[src/rtl/fb_write_arbiter.sv]
// Framebuffer write-port arbiter: round-robin packet grants between host
// requesters A/B, plus a full-framebuffer clear engine. Outputs registered.
module fb_write_arbiter #(
  parameter int COLOR_BITS  = 4,
  parameter int COLOR_COUNT = 3,
  parameter int ADDR_BITS   = 12
) (
  input  logic                              clk,
  input  logic                              rst_n,
  input  logic                              a_valid,
  output logic                              a_ready,
  input  logic [ADDR_BITS-1:0]              a_addr,
  input  logic [COLOR_BITS*COLOR_COUNT-1:0] a_pixel,
  input  logic                              a_last,
  input  logic                              b_valid,
  output logic                              b_ready,
  input  logic [ADDR_BITS-1:0]              b_addr,
  input  logic [COLOR_BITS*COLOR_COUNT-1:0] b_pixel,
  input  logic                              b_last,
  input  logic                              clear_start,
  input  logic [COLOR_BITS*COLOR_COUNT-1:0] clear_color,
  output logic                              clear_busy,
  output logic                              clear_done,
  output logic                              w_en,
  output logic [ADDR_BITS-1:0]              write_addr,
  output logic [COLOR_BITS*COLOR_COUNT-1:0] pixel_out
);
  localparam int PIXEL_BITS = COLOR_BITS * COLOR_COUNT;
  localparam logic [ADDR_BITS:0] CNT_ONE = {{ADDR_BITS{1'b0}}, 1'b1};

  typedef enum logic [1:0] {IDLE, GNT_A, GNT_B, CLEAR} state_t;

  typedef struct packed {
    logic [ADDR_BITS-1:0]  addr;
    logic [PIXEL_BITS-1:0] pixel;
  } wr_t;

  state_t                state_q, state_d;
  logic                  rr_q, rr_d;            // 0: A preferred, 1: B preferred
  logic                  clear_pend_q, clear_pend_d;
  logic [PIXEL_BITS-1:0] clr_color_q, clr_color_d;
  logic [ADDR_BITS:0]    clr_cnt_q, clr_cnt_d;
  logic                  w_en_q, w_en_d;
  logic                  done_q, done_d;
  wr_t                   wr_q, wr_d;

  assign a_ready    = (state_q == GNT_A);
  assign b_ready    = (state_q == GNT_B);
  assign clear_busy = clear_pend_q | (state_q == CLEAR);
  assign w_en       = w_en_q;
  assign clear_done = done_q;
  assign write_addr = wr_q.addr;
  assign pixel_out  = wr_q.pixel;

  always_comb begin
    state_d      = state_q;
    rr_d         = rr_q;
    clear_pend_d = clear_pend_q;
    clr_color_d  = clr_color_q;
    clr_cnt_d    = clr_cnt_q;
    wr_d         = wr_q;
    w_en_d       = 1'b0;
    done_d       = 1'b0;

    case (state_q)
      IDLE: begin
        if (clear_pend_q)                       state_d = CLEAR;
        else if (a_valid && (!b_valid || !rr_q)) state_d = GNT_A;
        else if (b_valid)                       state_d = GNT_B;
      end
      GNT_A: begin
        if (a_valid) begin
          w_en_d = 1'b1;
          wr_d   = '{addr: a_addr, pixel: a_pixel};
          if (a_last) begin
            state_d = IDLE;
            rr_d    = 1'b1;
          end
        end
      end
      GNT_B: begin
        if (b_valid) begin
          w_en_d = 1'b1;
          wr_d   = '{addr: b_addr, pixel: b_pixel};
          if (b_last) begin
            state_d = IDLE;
            rr_d    = 1'b0;
          end
        end
      end
      CLEAR: begin
        w_en_d = 1'b1;
        wr_d   = '{addr: clr_cnt_q[ADDR_BITS-1:0], pixel: clr_color_q};
        if (&clr_cnt_q[ADDR_BITS-1:0]) begin
          state_d      = IDLE;
          clear_pend_d = 1'b0;
          clr_cnt_d    = '0;
          done_d       = 1'b1;
        end else begin
          clr_cnt_d = clr_cnt_q + CNT_ONE;
        end
      end
      default: state_d = IDLE;
    endcase

    // New clear requests only land while nothing is pending or running.
    if (clear_start && !clear_busy) begin
      clear_pend_d = 1'b1;
      clr_color_d  = clear_color;
    end
  end

  always_ff @(posedge clk or negedge rst_n) begin
    if (!rst_n) begin
      state_q      <= IDLE;
      rr_q         <= 1'b0;
      clear_pend_q <= 1'b0;
      clr_color_q  <= '0;
      clr_cnt_q    <= '0;
      w_en_q       <= 1'b0;
      done_q       <= 1'b0;
      wr_q         <= '0;
    end else begin
      state_q      <= state_d;
      rr_q         <= rr_d;
      clear_pend_q <= clear_pend_d;
      clr_color_q  <= clr_color_d;
      clr_cnt_q    <= clr_cnt_d;
      w_en_q       <= w_en_d;
      done_q       <= done_d;
      wr_q         <= wr_d;
    end
  end
endmodule

[config.mk]
export PLATFORM = sky130hd
export DESIGN_NAME = fb_write_arbiter
export DESIGN_NICKNAME = d
export VERILOG_FILES = /design/src/rtl/fb_write_arbiter.sv
export SDC_FILE = /design/constraint.sdc
export NUM_CORES = 1
export LEC_CHECK = 0
export CAP_MARGIN = 20
export CORE_AREA = 2 2 79 81
export CTS_CLUSTER_SIZE = 24
export DETAILED_ROUTE_END_ITERATION = 16
export DIE_AREA = 0 0 81 83
export PLACE_DENSITY = 0.94
export SYNTH_ARGS = -nofsm -noshare
export SYNTH_HDL_FRONTEND = slang
export SYNTH_SLANG_ARGS = --single-unit
export TNS_END_PERCENT = 50
[constraint.sdc]
create_clock -name clk -period 4.7 [get_ports clk]
set_input_delay 0.94 -clock clk [delete_from_list [all_inputs] [get_ports clk]]
set_output_delay 0.94 -clock clk [all_outputs]
set_load 0.01 [all_outputs]
# After elaboration in Yosys (flattened, before gate mapping)

Cells that the tools add are included.

Logic and storage cells: 62
Bits of input ports: 67
Output and inout bits: 29
Register bits: 55

Reductions and logical operators: 16
Equality and inequality tests: 9
$add $sub $neg: 1
Bitwise operators: 1
Muxes and demuxes: 26

Operator list:

| kind                                           | count |
|---|---|
| case mux 24 bit (3 select lines)               | 1 |
| two-way mux 24 bit                             | 2 |
| two-way mux 2 bit                              | 8 |
| adder 13 x 1 -> 13 bit (second input constant) | 1 |
| two-way mux 13 bit                             | 1 |
| AND reduction 12 bit                           | 1 |
| two-way mux 1 bit                              | 11 |
| case mux 2 bit (4 select lines)                | 1 |
| != test 2 x 1 -> 1 bit (second input constant) | 3 |
| AND reduction 6 bit                            | 1 |
| nonzero test 2 bit                             | 3 |
| AND reduction 5 bit                            | 1 |
| == test 2 bit (second input constant)          | 2 |
| != test 2 bit (second input constant)          | 2 |
| != test 4 bit (second input constant)          | 1 |
| logical NOT 1 bit                              | 3 |
| case mux 1 bit (3 select lines)                | 1 |
| AND reduction 3 bit                            | 1 |
| nonzero test 3 bit                             | 1 |
| == test 2 x 1 -> 1 bit (second input constant) | 1 |
| logical AND 1 bit                              | 2 |
| logical NOT 2 bit                              | 1 |
| case mux 1 bit (2 select lines)                | 1 |
| AND reduction 2 bit                            | 1 |
| other kinds (2)                                | 2 |

# Depth between registers and ports, before layout

Depth after elaboration: 6
Mapped depth: 6
Mapped depth without buffers: 5

# Worst setup path after synthesis

Ideal clock, no wire load.

Kind: input to register
From: input port b_valid
To: register wr_q (netlist bit write_addr[10])
Slack: 2.842 ns
Data arrival time: 1.776 ns
Required time: 4.617 ns
Setup time: 0.083 ns
Stages: 6
Buffers on the path: 2
Cell sequence: o21a_1 -> a21oi_1 -> buf_2 -> buf_2 -> nand2_1 -> o21ai_0

Cells in the longest elaborated chain, start to end: 2

Ends and longest elaborated chain:

| element                              | RTL line | text |
|---|---|---|
| start, declared                      | 15       | `input logic b_valid,` |
| != test 2 bit (no source line)       | n/a      |  |
| AND reduction 3 bit (no source line) | n/a      |  |
| end signal, assigned                 | 131      | `wr_q <= wr_d;` |
| end, declared                        | 45       | `wr_t wr_q, wr_d;` |

No other way between the ends.
A chain may end at the register's enable or synchronous reset.

# Final worst setup path

From: register state_q[0]
To: output port clear_busy

Cells in the longest elaborated chain, start to end: 2

Ends and longest elaborated chain:

| element                | RTL line | text |
|---|---|---|
| start, declared        | 38       | `state_t state_q, state_d;` |
| start signal, assigned | 124      | `state_q <= state_d;` |
| == test 2 bit          | 49       | `assign clear_busy = clear_pend_q \| (state_q == CLEAR);` |
| OR 1 bit               | 49       |  |
| end, declared          | 22       | `output logic clear_busy,` |

No other way between the ends.

==> results_tabular.tex <==
\begin{tabular}{lr}
\hline
Metric & Value \\
\hline
\multicolumn{2}{l}{\textbf{CTS}} \\
H-tree depth & 2 \\
CTS tree & done \\
Insertion delay of the later-clocked pin in the worst-skew pair & just over 0.3 ns \\
Clock tree sinks & 54 \\
Cell at the root of the clock tree & clkbuf\_8 \\
Maximum clock path buffer count & 2 \\
Number of buffers added for setup after CTS & 0 \\
Number of buffers created by CTS & 5 \\
Gates resized, CTS repair & 0 \\
Count of hold-fix buffers inserted at cts & 0 \\
CTS clock-pin slew for the worst setup and hold paths & approximately 0.1 ns \\
\multicolumn{2}{l}{\textbf{STA}} \\
Fraction of the cycle the final worst path needs & around two thirds \\
Tmin final & 3.18 ns \\
Setup total negative slack & 0 ns \\
Pins Over Slew Limit & 0 \\
Max Fclk & roughly 0.31 GHz \\
Largest clock skew in the final design & 0.00902 ns \\
Setup repair after global routing missed its margin & no \\
Final Hold Fails & 0 \\
Number of setup violations in the final report & 0 \\
Worst Max-Slew Pin Slew & between 1 and 1.5 ns \\
Worst slew margin relative to its limit & 31.8\% \\
\multicolumn{2}{l}{\textbf{Yosys}} \\
Synthesized-area fraction occupied by and/or/nand/nor cells & 16.2\% \\
Synthesized-area fraction occupied by ao, oa, aoi and oai cells & 12.7\% \\
Area share of fa/ha/maj cells after synthesis & 0.463\% \\
Count of flip-flops with a built-in enable after synthesis & 0 \\
Combinational family with the most area after synthesis & simple AND/OR/NAND/NOR gates \\
Async set-reset flop share out of synthesis & 100\% \\
Post-synthesis sequential element count & 54 \\
Main synth FF type & dfrtp\_1 \\
Fraction of synthesized area in multiplexers & around 14\% \\
Cell variety after synth & 36 \\
Yosys Warn Count & 0 \\
Post-synthesis xor/xnor area fraction & approximately 2.9\% \\
Combined area of all synthesized cells & around 2700 um\^{}2 \\
Part of the Yosys area used for sequential elements & approximately 50\% \\
Post-Syn Instances & roughly 280 \\
Total nets after synthesis & $\sim$340 \\
Mean post-synth cell area & just under 10 um\^{}2 \\
\multicolumn{2}{l}{\textbf{Drt}} \\
Routed length per placed instance & about 16 um \\
Remaining antenna violation count after routing & 0 \\
First DRT Iteration DRCs & between 100 and 150 \\
Aggregate routed wire length & about 7000 um \\
Via-per-instance ratio & 5.19 \\
Remaining design rule violation count & 0 \\
First-pass iteration count of the detailed router & 4 \\
Via count & 2280 \\
\multicolumn{2}{l}{\textbf{Finish}} \\
Antenna cells & 0 \\
Post-Layout Inst Area & approximately 3800 um\^{}2 \\
Nets & 431 \\
Area growth syn-to-layout & 40.7\% \\
Commonest non-fill, non-tap cells in the layout & clkdlybuf4s50\_1, nand2\_1, dfrtp\_1, o21ai\_0, mux2i\_1 \\
Fraction of layout instances using a drive strength above 1 & around 8.2\% \\
Final core utilization & approximately 65\% \\
Commonest non-fill, non-tap cell in the layout & clkdlybuf4s50\_1 \\
\multicolumn{2}{l}{\textbf{Placement}} \\
Placed wire-length estimate & about 5300 um \\
IO Port Bufs & 95 \\
Placed Area & 3680 um\^{}2 \\
Last weighted congestion value of the routability-driven placer & 0.859 \\
\multicolumn{2}{l}{\textbf{Floorplan}} \\
Die width & a little over 80 um \\
Starting Density & between 40 and 50\% \\
Die Area & roughly 6700 um\^{}2 \\
I/O pins & 96 \\
Row cnt & 28 \\
Core box area & around 5800 um\^{}2 \\
Die Span Y & about 83 um \\
\multicolumn{2}{l}{\textbf{Worst setup path}} \\
Most Frequent Cell on Critical Path & nand2\_1 \\
Cells along the critical path & nand2\_1 > nand2\_1 > clkdlybuf4s50\_1 \\
Kind of critical path & reg -> out \\
Highest-delay cell along the critical path & dfrtp\_2 \\
Crit path capture type & primary output \\
Critical path's largest stage delay & between 1 and 1.5 ns \\
Cell type group with the largest total delay on the critical path & flip-flops \\
Data required time of the critical path & $\sim$3.8 ns \\
Critical path launch point type & flip-flop \\
Data arrival time of the critical path & between 2 and 2.5 ns \\
Crit path max fanout & 38 \\
CP Buf/Inv Count & 1 \\
\multicolumn{2}{l}{\textbf{Global routing}} \\
Largest net degree at the start of global routing & between 50 and 60 \\
Global route overflow & 0 \\
Global-route wire length before repair & between 10000 and 15000 um \\
Global Route Usage Sum & between 20\% and 30\% \\
Initial antenna violation count & 0 \\
Via count of the first global-routing pass & between 2000 and 2500 \\
\multicolumn{2}{l}{\textbf{Pwr}} \\
Leakage power & between 1.5 and 2 nW \\
Worst IR Drop VDD & between 0.3 and 0.4 mV \\
Areal power density over the cells & 529 nW/um\^{}2 \\
\multicolumn{2}{l}{\textbf{Flow run}} \\
Number of maximum-capacitance constraint violations & 0 \\
\multicolumn{2}{l}{\textbf{Worst hold path}} \\
Hold/Removal Path Class & reg -> reg \\
\multicolumn{2}{l}{\textbf{Run status}} \\
Outcome & finished, final reports clean \\
\hline
\end{tabular}
registers in the layout, summed over array words and instances (netlist names):
name / cells
clr_cnt_q: 12
clr_color_q: 12
pixel_out: 12
write_addr: 12
state_q: 2
clear_done: 1
clear_pend_q: 1
rr_q: 1
w_en: 1
synth_stat cells, drive strengths merged, types with 3 or more instances:
master / n / area share [%]
nand3: 4 / 1.2
clkbuf: 8 / 1.1
nor4: 3 / 1.5
xnor2: 7 / 2.3
dfrtp: 54 / 50
inv: 5 / 0.70
nand4: 4 / 1.7
mux2i: 24 / 8.9
nand2: 60 / 8.3
nor2: 12 / 1.8
o21ai: 52 / 9.6
buf: 8 / 1.9
a21oi: 3 / 0.56
mux2: 12 / 5.0
cell type report:
cell class / count / area [um^2]
sequential: 54 / 1350
clock buffer: 5 / 68.8
fill: 466 / 2020
clock inverter: 3 / 45.0
inverter: 5 / 18.8
multi-input combinational: 200 / 1260
timing repair buffer: 97 / 961
tap: 75 / 93.8
worst reg2reg max path: cells and delay by family, from the launching register on:
| kind | cells | cell delay (ns) |
|---|---|---|
| compound gates | 3 | 1.41 |
| flops | 1 | 0.77 |
metrics by stage:
stage / power [mW] / setup slack, ns / instances / hold slack (ns)
2_1_floorplan: 1.30 / 2.84 / 275 / 0.464
3_3_place_gp: 1.66 / 1.92 / 431 / 0.466
3_5_place_dp: 1.70 / 1.83 / 431 / 0.472
4_1_cts: 2.02 / 1.52 / 439 / 0.493
5_1_grt: 2.16 / 1.39 / 439 / 0.506
6_report: 2.01 / 1.52 / 439 / 0.484
power breakdown:
part	internal, mW	switching [mW]	total, mW
clock	0.159	0.153	0.312
sequential	0.611	0.190	0.801
combinational	0.464	0.432	0.896
cells by family after synthesis:
family / after synthesis
AO/OA/AOI/OAI: 64
XOR/XNOR: 9
adder cells (fa/ha/maj): 1
buffers and inverters: 21
flip-flops: 54
multiplexers: 36
AND/OR/NAND/NOR: 90
per-layer routing:
layer | global-route usage [%] | share of wire [%] | up-vias
met3 | 3.26 | 3.5 | 8
met2 | 38.2 | 54 | 64
met4 | 6.78 | 1.3 | 0
met5 | 0 | 0 | -
li1 | - | - | 1125
met1 | 27.5 | 41 | 1083
final timing paths:
| kind | startpoint | to | slack (ns) | depth (start not counted) |
|---|---|---|---|---|
| min reg2reg | write_addr[2] | write_addr[2] | 0.48 | 2 |
| max | state_q[0] | clear_busy | 1.52 | 3 |
| max in group asynchronous | rst_n | state_q[0] | 3.49 | 2 |
| max reg2reg | state_q[0] | write_addr[10] | 2.34 | 3 |
| min | write_addr[2] | write_addr[2] | 0.48 | 2 |
| min in group asynchronous | rst_n | clr_color_q[0] | 0.74 | 2 |
Note: power is estimated with default switching activity, not from simulation.
